[src/rtl/div_mon_pkg.sv]
// div_mon_pkg
// Shared definitions for the divided-clock period monitor: the FSM state
// encoding and the default values of the monitor parameters.
package div_mon_pkg;

    localparam int unsigned CNT_W_DEF      = 16;
    localparam int unsigned LOCK_COUNT_DEF = 4;
    localparam int unsigned TOL_DEF        = 1;

    typedef enum logic [1:0] {
        ST_IDLE    = 2'd0,
        ST_ARM     = 2'd1,
        ST_MEASURE = 2'd2
    } mon_state_e;

endpackage

[src/rtl/sync_edge_det.sv]
// sync_edge_det
// Brings an asynchronous level into the clkin domain through two flops and
// keeps one history flop, so that single-cycle rise/fall strobes can be
// derived from the synchronized level.
// Ports:
//   clkin   - clock, rising edge
//   rst     - synchronous active-high reset
//   sig_i   - asynchronous input level
//   sync_o  - synchronized level (second synchronizer flop)
//   rise_o  - one-cycle strobe, synchronized level went 0 -> 1
//   fall_o  - one-cycle strobe, synchronized level went 1 -> 0
module sync_edge_det (
    input  logic clkin,
    input  logic rst,
    input  logic sig_i,
    output logic sync_o,
    output logic rise_o,
    output logic fall_o
);

    logic sync1_q;
    logic sync2_q;
    logic sync3_q;

    // Synchronizer chain plus history flop.
    always_ff @(posedge clkin) begin
        if (rst) begin
            sync1_q <= 1'b0;
            sync2_q <= 1'b0;
            sync3_q <= 1'b0;
        end else begin
            sync1_q <= sig_i;
            sync2_q <= sync1_q;
            sync3_q <= sync2_q;
        end
    end

    assign sync_o = sync2_q;
    assign rise_o = sync2_q & ~sync3_q;
    assign fall_o = ~sync2_q & sync3_q;

endmodule

[src/rtl/div_period_monitor.sv]
// div_period_monitor
// Measures the period of a divided clock in clkin cycles, compares it with a
// programmed expected period and reports lock, mismatch (sticky err) and
// counter timeout.
// Ports:
//   clkin, rst          - clock / synchronous active-high reset
//   enable              - 0 holds the monitor in IDLE
//   sig_in              - divided clock under test (asynchronous data)
//   expected [CNT_W]    - expected period, used at each compare
//   err_clr             - pulse clearing the sticky err flag
//   period [CNT_W]      - last measured period
//   period_valid        - one-cycle pulse when period updates
//   locked              - LOCK_COUNT consecutive in-tolerance periods seen
//   err                 - sticky mismatch/timeout flag
//   timeout             - one-cycle pulse when the period counter saturates
//   high_time [CNT_W]   - cycles the input was high in the last period
//                         (only when DIV_MON_DUTY_EN is defined)
module div_period_monitor
    import div_mon_pkg::*;
#(
    parameter int unsigned CNT_W      = CNT_W_DEF,
    parameter int unsigned LOCK_COUNT = LOCK_COUNT_DEF,
    parameter int unsigned TOL        = TOL_DEF
) (
    input  logic             clkin,
    input  logic             rst,
    input  logic             enable,
    input  logic             sig_in,
    input  logic [CNT_W-1:0] expected,
    input  logic             err_clr,
    output logic [CNT_W-1:0] period,
    output logic             period_valid,
    output logic             locked,
    output logic             err,
    output logic             timeout
`ifdef DIV_MON_DUTY_EN
    ,
    output logic [CNT_W-1:0] high_time
`endif
);

    localparam logic [CNT_W-1:0] CNT_ZERO = {CNT_W{1'b0}};
    localparam logic [CNT_W-1:0] CNT_ONE  = {{(CNT_W-1){1'b0}}, 1'b1};
    localparam logic [CNT_W-1:0] CNT_MAX  = {CNT_W{1'b1}};
    localparam logic [CNT_W:0]   DIFF_ONE = {{CNT_W{1'b0}}, 1'b1};
    localparam logic [CNT_W:0]   TOL_V    = (CNT_W+1)'(TOL);
    localparam logic [3:0]       LOCK_V   = 4'(LOCK_COUNT);

    mon_state_e       state_q, state_d;
    logic [CNT_W-1:0] cnt_q, cnt_d;
    logic [3:0]       mcnt_q, mcnt_d;
    logic [CNT_W-1:0] period_q, period_d;
    logic             pv_q, pv_d;
    logic             locked_q, locked_d;
    logic             err_q, err_d;
    logic             timeout_q, timeout_d;
    logic             err_set_s;

    logic             sync2_s;
    logic             rise_s;
    logic             fall_s;
    logic [CNT_W:0]   diff_s;
    logic [CNT_W:0]   abs_diff_s;
    logic             match_s;

    sync_edge_det u_sync (
        .clkin  (clkin),
        .rst    (rst),
        .sig_i  (sig_in),
        .sync_o (sync2_s),
        .rise_o (rise_s),
        .fall_o (fall_s)
    );

    // Unsigned difference one bit wider than the counter, then magnitude.
    assign diff_s     = {1'b0, cnt_q} - {1'b0, expected};
    assign abs_diff_s = diff_s[CNT_W] ? (~diff_s + DIFF_ONE) : diff_s;
    assign match_s    = (abs_diff_s <= TOL_V);

    // Next-state, counter, compare/lock and error logic.
    always_comb begin
        state_d   = state_q;
        cnt_d     = cnt_q;
        mcnt_d    = mcnt_q;
        period_d  = period_q;
        pv_d      = 1'b0;
        locked_d  = locked_q;
        timeout_d = 1'b0;
        err_set_s = 1'b0;

        if (!enable) begin
            state_d  = ST_IDLE;
            cnt_d    = CNT_ZERO;
            mcnt_d   = 4'd0;
            locked_d = 1'b0;
        end else begin
            case (state_q)
                ST_IDLE: begin
                    state_d = ST_ARM;
                    cnt_d   = CNT_ZERO;
                end
                ST_ARM: begin
                    if (rise_s) begin
                        cnt_d   = CNT_ONE;
                        state_d = ST_MEASURE;
                    end else begin
                        cnt_d = cnt_q;
                    end
                end
                ST_MEASURE: begin
                    if (rise_s) begin
                        // A rise wins over saturation, so timeout and
                        // period_valid never coincide.
                        period_d = cnt_q;
                        pv_d     = 1'b1;
                        cnt_d    = CNT_ONE;
                        if (match_s) begin
                            if (mcnt_q < LOCK_V) begin
                                mcnt_d   = mcnt_q + 4'd1;
                                locked_d = (mcnt_q == (LOCK_V - 4'd1)) ? 1'b1 : locked_q;
                            end else begin
                                mcnt_d   = mcnt_q;
                                locked_d = 1'b1;
                            end
                        end else begin
                            mcnt_d    = 4'd0;
                            locked_d  = 1'b0;
                            err_set_s = 1'b1;
                        end
                    end else if (cnt_q == CNT_MAX) begin
                        timeout_d = 1'b1;
                        err_set_s = 1'b1;
                        locked_d  = 1'b0;
                        mcnt_d    = 4'd0;
                        cnt_d     = CNT_ZERO;
                        state_d   = ST_ARM;
                    end else begin
                        cnt_d = cnt_q + CNT_ONE;
                    end
                end
                default: begin
                    state_d  = ST_IDLE;
                    cnt_d    = CNT_ZERO;
                    mcnt_d   = 4'd0;
                    locked_d = 1'b0;
                end
            endcase
        end

        // A new error in the same cycle as err_clr keeps err set.
        if (err_set_s) begin
            err_d = 1'b1;
        end else if (err_clr) begin
            err_d = 1'b0;
        end else begin
            err_d = err_q;
        end
    end

    // State and output registers.
    always_ff @(posedge clkin) begin
        if (rst) begin
            state_q   <= ST_IDLE;
            cnt_q     <= CNT_ZERO;
            mcnt_q    <= 4'd0;
            period_q  <= CNT_ZERO;
            pv_q      <= 1'b0;
            locked_q  <= 1'b0;
            err_q     <= 1'b0;
            timeout_q <= 1'b0;
        end else begin
            state_q   <= state_d;
            cnt_q     <= cnt_d;
            mcnt_q    <= mcnt_d;
            period_q  <= period_d;
            pv_q      <= pv_d;
            locked_q  <= locked_d;
            err_q     <= err_d;
            timeout_q <= timeout_d;
        end
    end

    assign period       = period_q;
    assign period_valid = pv_q;
    assign locked       = locked_q;
    assign err          = err_q;
    assign timeout      = timeout_q;

`ifdef DIV_MON_DUTY_EN
    logic [CNT_W-1:0] hcnt_q, hcnt_d;
    logic [CNT_W-1:0] high_q, high_d;
    logic             unused_edge_s;

    // High-time counter runs alongside the period counter; the rise cycle
    // itself is high, so a new period starts the count at one.
    always_comb begin
        hcnt_d = hcnt_q;
        high_d = high_q;
        if (!enable || (state_q == ST_IDLE)) begin
            hcnt_d = CNT_ZERO;
        end else if (rise_s) begin
            hcnt_d = CNT_ONE;
            if (state_q == ST_MEASURE) begin
                high_d = hcnt_q;
            end else begin
                high_d = high_q;
            end
        end else begin
            hcnt_d = hcnt_q + {{(CNT_W-1){1'b0}}, sync2_s};
        end
    end

    // High-time registers.
    always_ff @(posedge clkin) begin
        if (rst) begin
            hcnt_q <= CNT_ZERO;
            high_q <= CNT_ZERO;
        end else begin
            hcnt_q <= hcnt_d;
            high_q <= high_d;
        end
    end

    assign high_time     = high_q;
    assign unused_edge_s = fall_s;
`else
    logic unused_edge_s;

    // The level and falling strobe are only consumed by the duty option.
    assign unused_edge_s = fall_s ^ sync2_s;
`endif

endmodule

[config.mk]
export PLATFORM = sky130hd
export DESIGN_NAME = div_period_monitor
export DESIGN_NICKNAME = d
export VERILOG_FILES = /design/src/rtl/div_mon_pkg.sv /design/src/rtl/sync_edge_det.sv /design/src/rtl/div_period_monitor.sv
export SDC_FILE = /design/constraint.sdc
export NUM_CORES = 1
export LEC_CHECK = 0
export BUFFER_PORTS_ARGS = -buffer_cell sky130_fd_sc_hd__buf_4
export CAP_MARGIN = 40
export CORE_MARGIN = 5
export CORE_UTILIZATION = 53
export DETAILED_ROUTE_END_ITERATION = 16
export PLACE_DENSITY_LB_ADDON = 0.15
export SYNTH_ARGS = -nofsm -noshare
export SYNTH_HDL_FRONTEND = slang
export SYNTH_HIERARCHICAL = 1
export SYNTH_SLANG_ARGS = --single-unit
[constraint.sdc]
create_clock -name clkin -period 3.68 [get_ports clkin]
set_input_delay 0.368 -clock clkin [delete_from_list [all_inputs] [get_ports clkin]]
set_output_delay 0.368 -clock clkin [all_outputs]
set_load 0.02 [all_outputs]
=== Word-level counts from Yosys, hierarchy flattened ===
Cells that the tools add are included.

* Flip-flop bits (word level): 45
* Input bits: 21
* Output and inout bits: 20
* Word-level logic and storage cells: 71

* $add $sub $neg: 4
* Magnitude comparators: 2
* Equal/unequal tests: 10
* Mux-type cells: 28
* Bitwise logic cells: 6
* Reduce and logical (&&, ||, !) cells: 10

{| class="wikitable"
|+ Operators with widths
! kind !! number
|-
| 16-bit two-way mux || 3
|-
| 16-bit case mux with 2 select lines || 1
|-
| 17-bit by 1-bit adder with 17-bit output, second input constant || 1
|-
| 17-bit by 1-bit less-or-equal comparator with 1-bit output, second input constant || 1
|-
| 17-bit two-way mux || 1
|-
| 17-bit NOT || 1
|-
| 16-bit by 16-bit subtractor with 17-bit output || 1
|-
| 16-bit by 1-bit adder with 16-bit output, second input constant || 1
|-
| 16-bit == test, second input constant || 1
|-
| 4-bit two-way mux || 4
|-
| 1-bit two-way mux || 13
|-
| 3-bit AND reduction || 4
|-
| 4-bit case mux with 2 select lines || 1
|-
| 2-bit two-way mux || 3
|-
| 2-bit inequality test, second input constant || 3
|-
| 2-bit case mux with 3 select lines || 1
|-
| 5-bit inequality test, second input constant || 1
|-
| 4-bit by 1-bit adder with 4-bit output, second input constant || 1
|-
| 4-bit by 2-bit == test with 1-bit output, second input constant || 1
|-
| 4-bit by 3-bit < comparator with 1-bit output, second input constant || 1
|-
| 4-bit inequality test, second input constant || 1
|-
| 1-bit NOT || 4
|-
| 2-bit OR reduction || 2
|-
| 4-bit OR reduction || 1
|-
| 8 further kinds || 8
|}

=== Depth between registers and ports, before layout ===
* Depth after elaboration: 10
* Gate-level depth with buffers: 14
* Gate-level depth less buffers: 13

=== By module ===
The synthesis kept the hierarchy.

{| class="wikitable"
|+ Modules (own cells, without submodules)
! module !! times used !! cells each !! area each (um^2) !! sequential area each (um^2)
|-
| div_period_monitor || 1 || 448 || 3374.5 || 840.8
|-
| sync_edge_det || 1 || 8 || 91.3 || 60.1
|}

=== Worst setup path before layout ===
Ideal clock, no wire load.

* Path type: reg-to-reg
* Start: reg cnt_q[0]
* End: reg mcnt_q[3]
* Library setup time: 0.086 ns
* Arrival time: 3.381 ns
* Required time: 3.594 ns
* Path slack: 0.213 ns
* Stages on the path, launching flop included: 14
* Path buffers: 0
* Period minus slack after synthesis: 3.467 ns
* Cells stage by stage: dfxtp_1 > inv_1 > ha_1 > fa_1 > and2b_4 > o2111ai_2 > a211o_1 > a221oi_2 > a21oi_2 > a211o_1 > a2111oi_2 > o211ai_1 > or3_4 > a211oi_1

* Cells in the longest elaborated chain, start to end: 8
* Elaborated cells on any way between the ends: 12
* Classes of those cells: add/sub (2); order compare (1); eq/ne (3); mux (4); bitwise (1); reduce/logical (1)

{| class="wikitable"
|+ Ends and longest elaborated chain
! element !! line !! RTL
|-
| start, declared || div_period_monitor.sv:50 || <nowiki>logic [CNT_W-1:0] cnt_q, cnt_d;</nowiki>
|-
| start signal, assigned || div_period_monitor.sv:173 || <nowiki>cnt_q <= cnt_d;</nowiki>
|-
| 16-bit by 16-bit subtractor with 17-bit output || div_period_monitor.sv:76 || <nowiki>assign diff_s = {1'b0, cnt_q} - {1'b0, expected};</nowiki>
|-
| 17-bit NOT || div_period_monitor.sv:77 || <nowiki>assign abs_diff_s = diff_s[CNT_W] ? (~diff_s + DIFF_ONE) : diff_s;</nowiki>
|-
| 17-bit by 1-bit adder with 17-bit output || div_period_monitor.sv:77 ||
|-
| 17-bit two-way mux || div_period_monitor.sv:77 ||
|-
| 17-bit by 1-bit less-or-equal comparator with 1-bit output || div_period_monitor.sv:78 || <nowiki>assign match_s = (abs_diff_s <= TOL_V);</nowiki>
|-
| 4-bit two-way mux || div_period_monitor.sv:117 || <nowiki>if (match_s) begin</nowiki>
|-
| 4-bit two-way mux || div_period_monitor.sv:111 || <nowiki>if (rise_s) begin</nowiki>
|-
| 4-bit case mux with 2 select lines || div_period_monitor.sv:97 || <nowiki>case (state_q)</nowiki>
|-
| end signal, assigned || div_period_monitor.sv:174 || <nowiki>mcnt_q <= mcnt_d;</nowiki>
|-
| end, declared || div_period_monitor.sv:51 || <nowiki>logic [3:0] mcnt_q, mcnt_d;</nowiki>
|}

Several ways; a longest one is shown, not always the timed one.
A chain may end at the register's enable or synchronous reset.

=== Final worst setup path ===
Same ends and word-level chain as after synthesis.

==> results.ini <==
[run_status]
outcome=finished, final reports clean

[pwr]
seqPwrFrac_pct=46.7
fin_total_pwr_w=0.00105
switching_power_w=0.000284
p_leak_nw=1.67
switching_share_pct=27.0
clock_power_share_pct=37.9
irDropWorstVdd_v=0.000289
power.density_nw_per_um2=254
pwr-share-comb_pct=15.4
p_int_w=0.000766

[floorplanning]
start_util_pct=54.5
rows=29
core_area_um2=6350
die_width_um=90.8
io_pins=41
dieArea_um2=8240
fp.dieH_um=90.8

[grt]
grt_antenna_before_repair=0
grt_first_pass_wirelength_um=15200
grt_max_degree=24
grt-ovfl-total=0
grt_pass1_vias=3249
grt.total_usage_pct=21.8

[cells_and_area]
fin_util_pct=65.2
drive_gt1_share_pct=20.9
antenna_cells=0
fin_nets=550
synthToLayoutAreaGrowth_pct=19.7
design_area_um2=4140

[clocking]
cts_sinks=45
clk_pin_slew_worst_paths_ns=0.09
cts_setup_buffers=0
cts_tree=yes
ctsRootBufferMaster=clkbuf_8
cts_made_buffers=5
clk_latency_ns=0.31
h-tree-depth=2
cts_buffer_depth=2

[setup_path]
cp-startpoint=cnt_q[0]$_SDFFE_PP0P_
cp.required_ns=3.90
start_kind=register
rr_startpoint=cnt_q[0]$_SDFFE_PP0P_
worst_ep_arrival_time_ns=3.74
endpoint_kind=register
path_class=register to register
critical_path.max_fanout=4

[place]
hpwl_um=7180
portBuffers=40
dpl_cell_area_um2=3920
post-place-ws_ns=-0.0375
gp_congestion=0.936

[timing]
period_share_pct=95.5
hold_viol=0
skew_ns=0.0114
setup_violations=0
slew_viol_final=0
fin_ws_ns=0.166
fin_crit_ns=3.51
fmax_mhz=285
slew_headroom_pct=54.9
worst_slew_pin_slew_ns=0.675
fin_tns_setup_ns=0

[drt]
drc=0
via_count=3465
dr.pass1.iters=5
drt_iter0_drc=197
wl_per_cell_um=15.4
wl_um=8950
ant_nets=0
routed_via_density=5.94

[synthesis]
yosysWarnings=6
syn_area_um2=3460
avgSynthCellArea_um2=7.60
syn_inst=455
syn_nets=500

[job]
drv_cap=0

[worst_hold_path]
min_from=sig_in
hold_class=input port to register

[routing by layer]
layer	GRT usage (%)	vias to the layer above	share of wire (%)
li1	-	1726	-
met1	28.3	1635	45
met2	36.7	86	49
met3	3.42	18	4.4
met4	7.09	0	2.0
met5	0	-	0
[final cells by class]
type	instances	area, µm²
clock buffers	5	68.8
clock inverters	3	50.0
fillers	559	2210
inverters	27	101
multi-input cells	364	2460
flip-flops and latches	45	903
well taps	77	96.3
repair buffers	62	465
[stage by stage]
stage                     instances  hold WS (ns)
after detailed placement        575         0.424
after CTS                       583         0.269
after global routing            583         0.272
final                           583         0.279
after global placement          574         0.416
after floorplan                 455         0.414
[registers in the layout (all words and copies together), names as in the netlist]
name	cells
mcnt_q	4
cnt_q	16
state_q	2
u_sync/sync_o	1
u_sync/sync1_q	1
period_valid	1
err	1
u_sync/sync3_q	1
period	16
timeout	1
locked	1
[worst max-delay path: stages (launching register included)]
cell and delay [ns]:
dfxtp_2 0.35, inv_2 0.05, ha_2 0.18, fa_2 0.36, and2b_4 0.27, o2111ai_2 0.12
a211o_1 0.32, a221oi_4 0.28, a21oi_2 0.07, a211o_1 0.33, a2111oi_4 0.30, o211ai_1 0.15
or3_4 0.43, a211oi_2 0.22
[placed cells by master (no fill, tap or decap), types with 9 or more instances in the layout]
master and n:
nand2_1 64, nand3_1 15, o21ai_0 15, nand4_1 13
xor2_1 13, inv_1 26, nor2b_1 9, dfxtp_1 43
xnor2_1 12, ha_1 22, buf_4 62, a21oi_1 40
nor2_1 42
[final timing paths]
| check | end | slack (ns) | cells past startpoint |
|---|---|---|---|
| setup / recovery | mcnt_q[3]$_SDFFE_PP0P_ | 0.17 | 13 |
| hold / removal | u_sync/sync1_q$_SDFF_PP0_ | 0.28 | 2 |
| setup reg to reg | mcnt_q[3]$_SDFFE_PP0P_ | 0.17 | 13 |
| hold reg to reg | u_sync/sync_o$_SDFF_PP0_ | 0.44 | 1 |
[power by group through the flow]
| stage | clock network [W] | logic, W | registers [W] |
|---|---|---|---|
| floorplan | 0 | 0.000108 | 0.000502 |
| global placement | 0 | 0.000149 | 0.000502 |
| detailed placement | 0 | 0.000152 | 0.000502 |
| CTS | 0.000405 | 0.000153 | 0.000491 |
| global route | 0.000424 | 0.000178 | 0.000491 |
| finish | 0.000398 | 0.000162 | 0.000491 |
[repair_timing]
item | in CTS | in global routing
hold endpoints to repair | 0 | 0
setup endpoints to repair | 0 | 6
gates resized for setup | 0 | 18
hold buffers | 0 | 0
No activity file was read; power rests on OpenSTA's default activity.
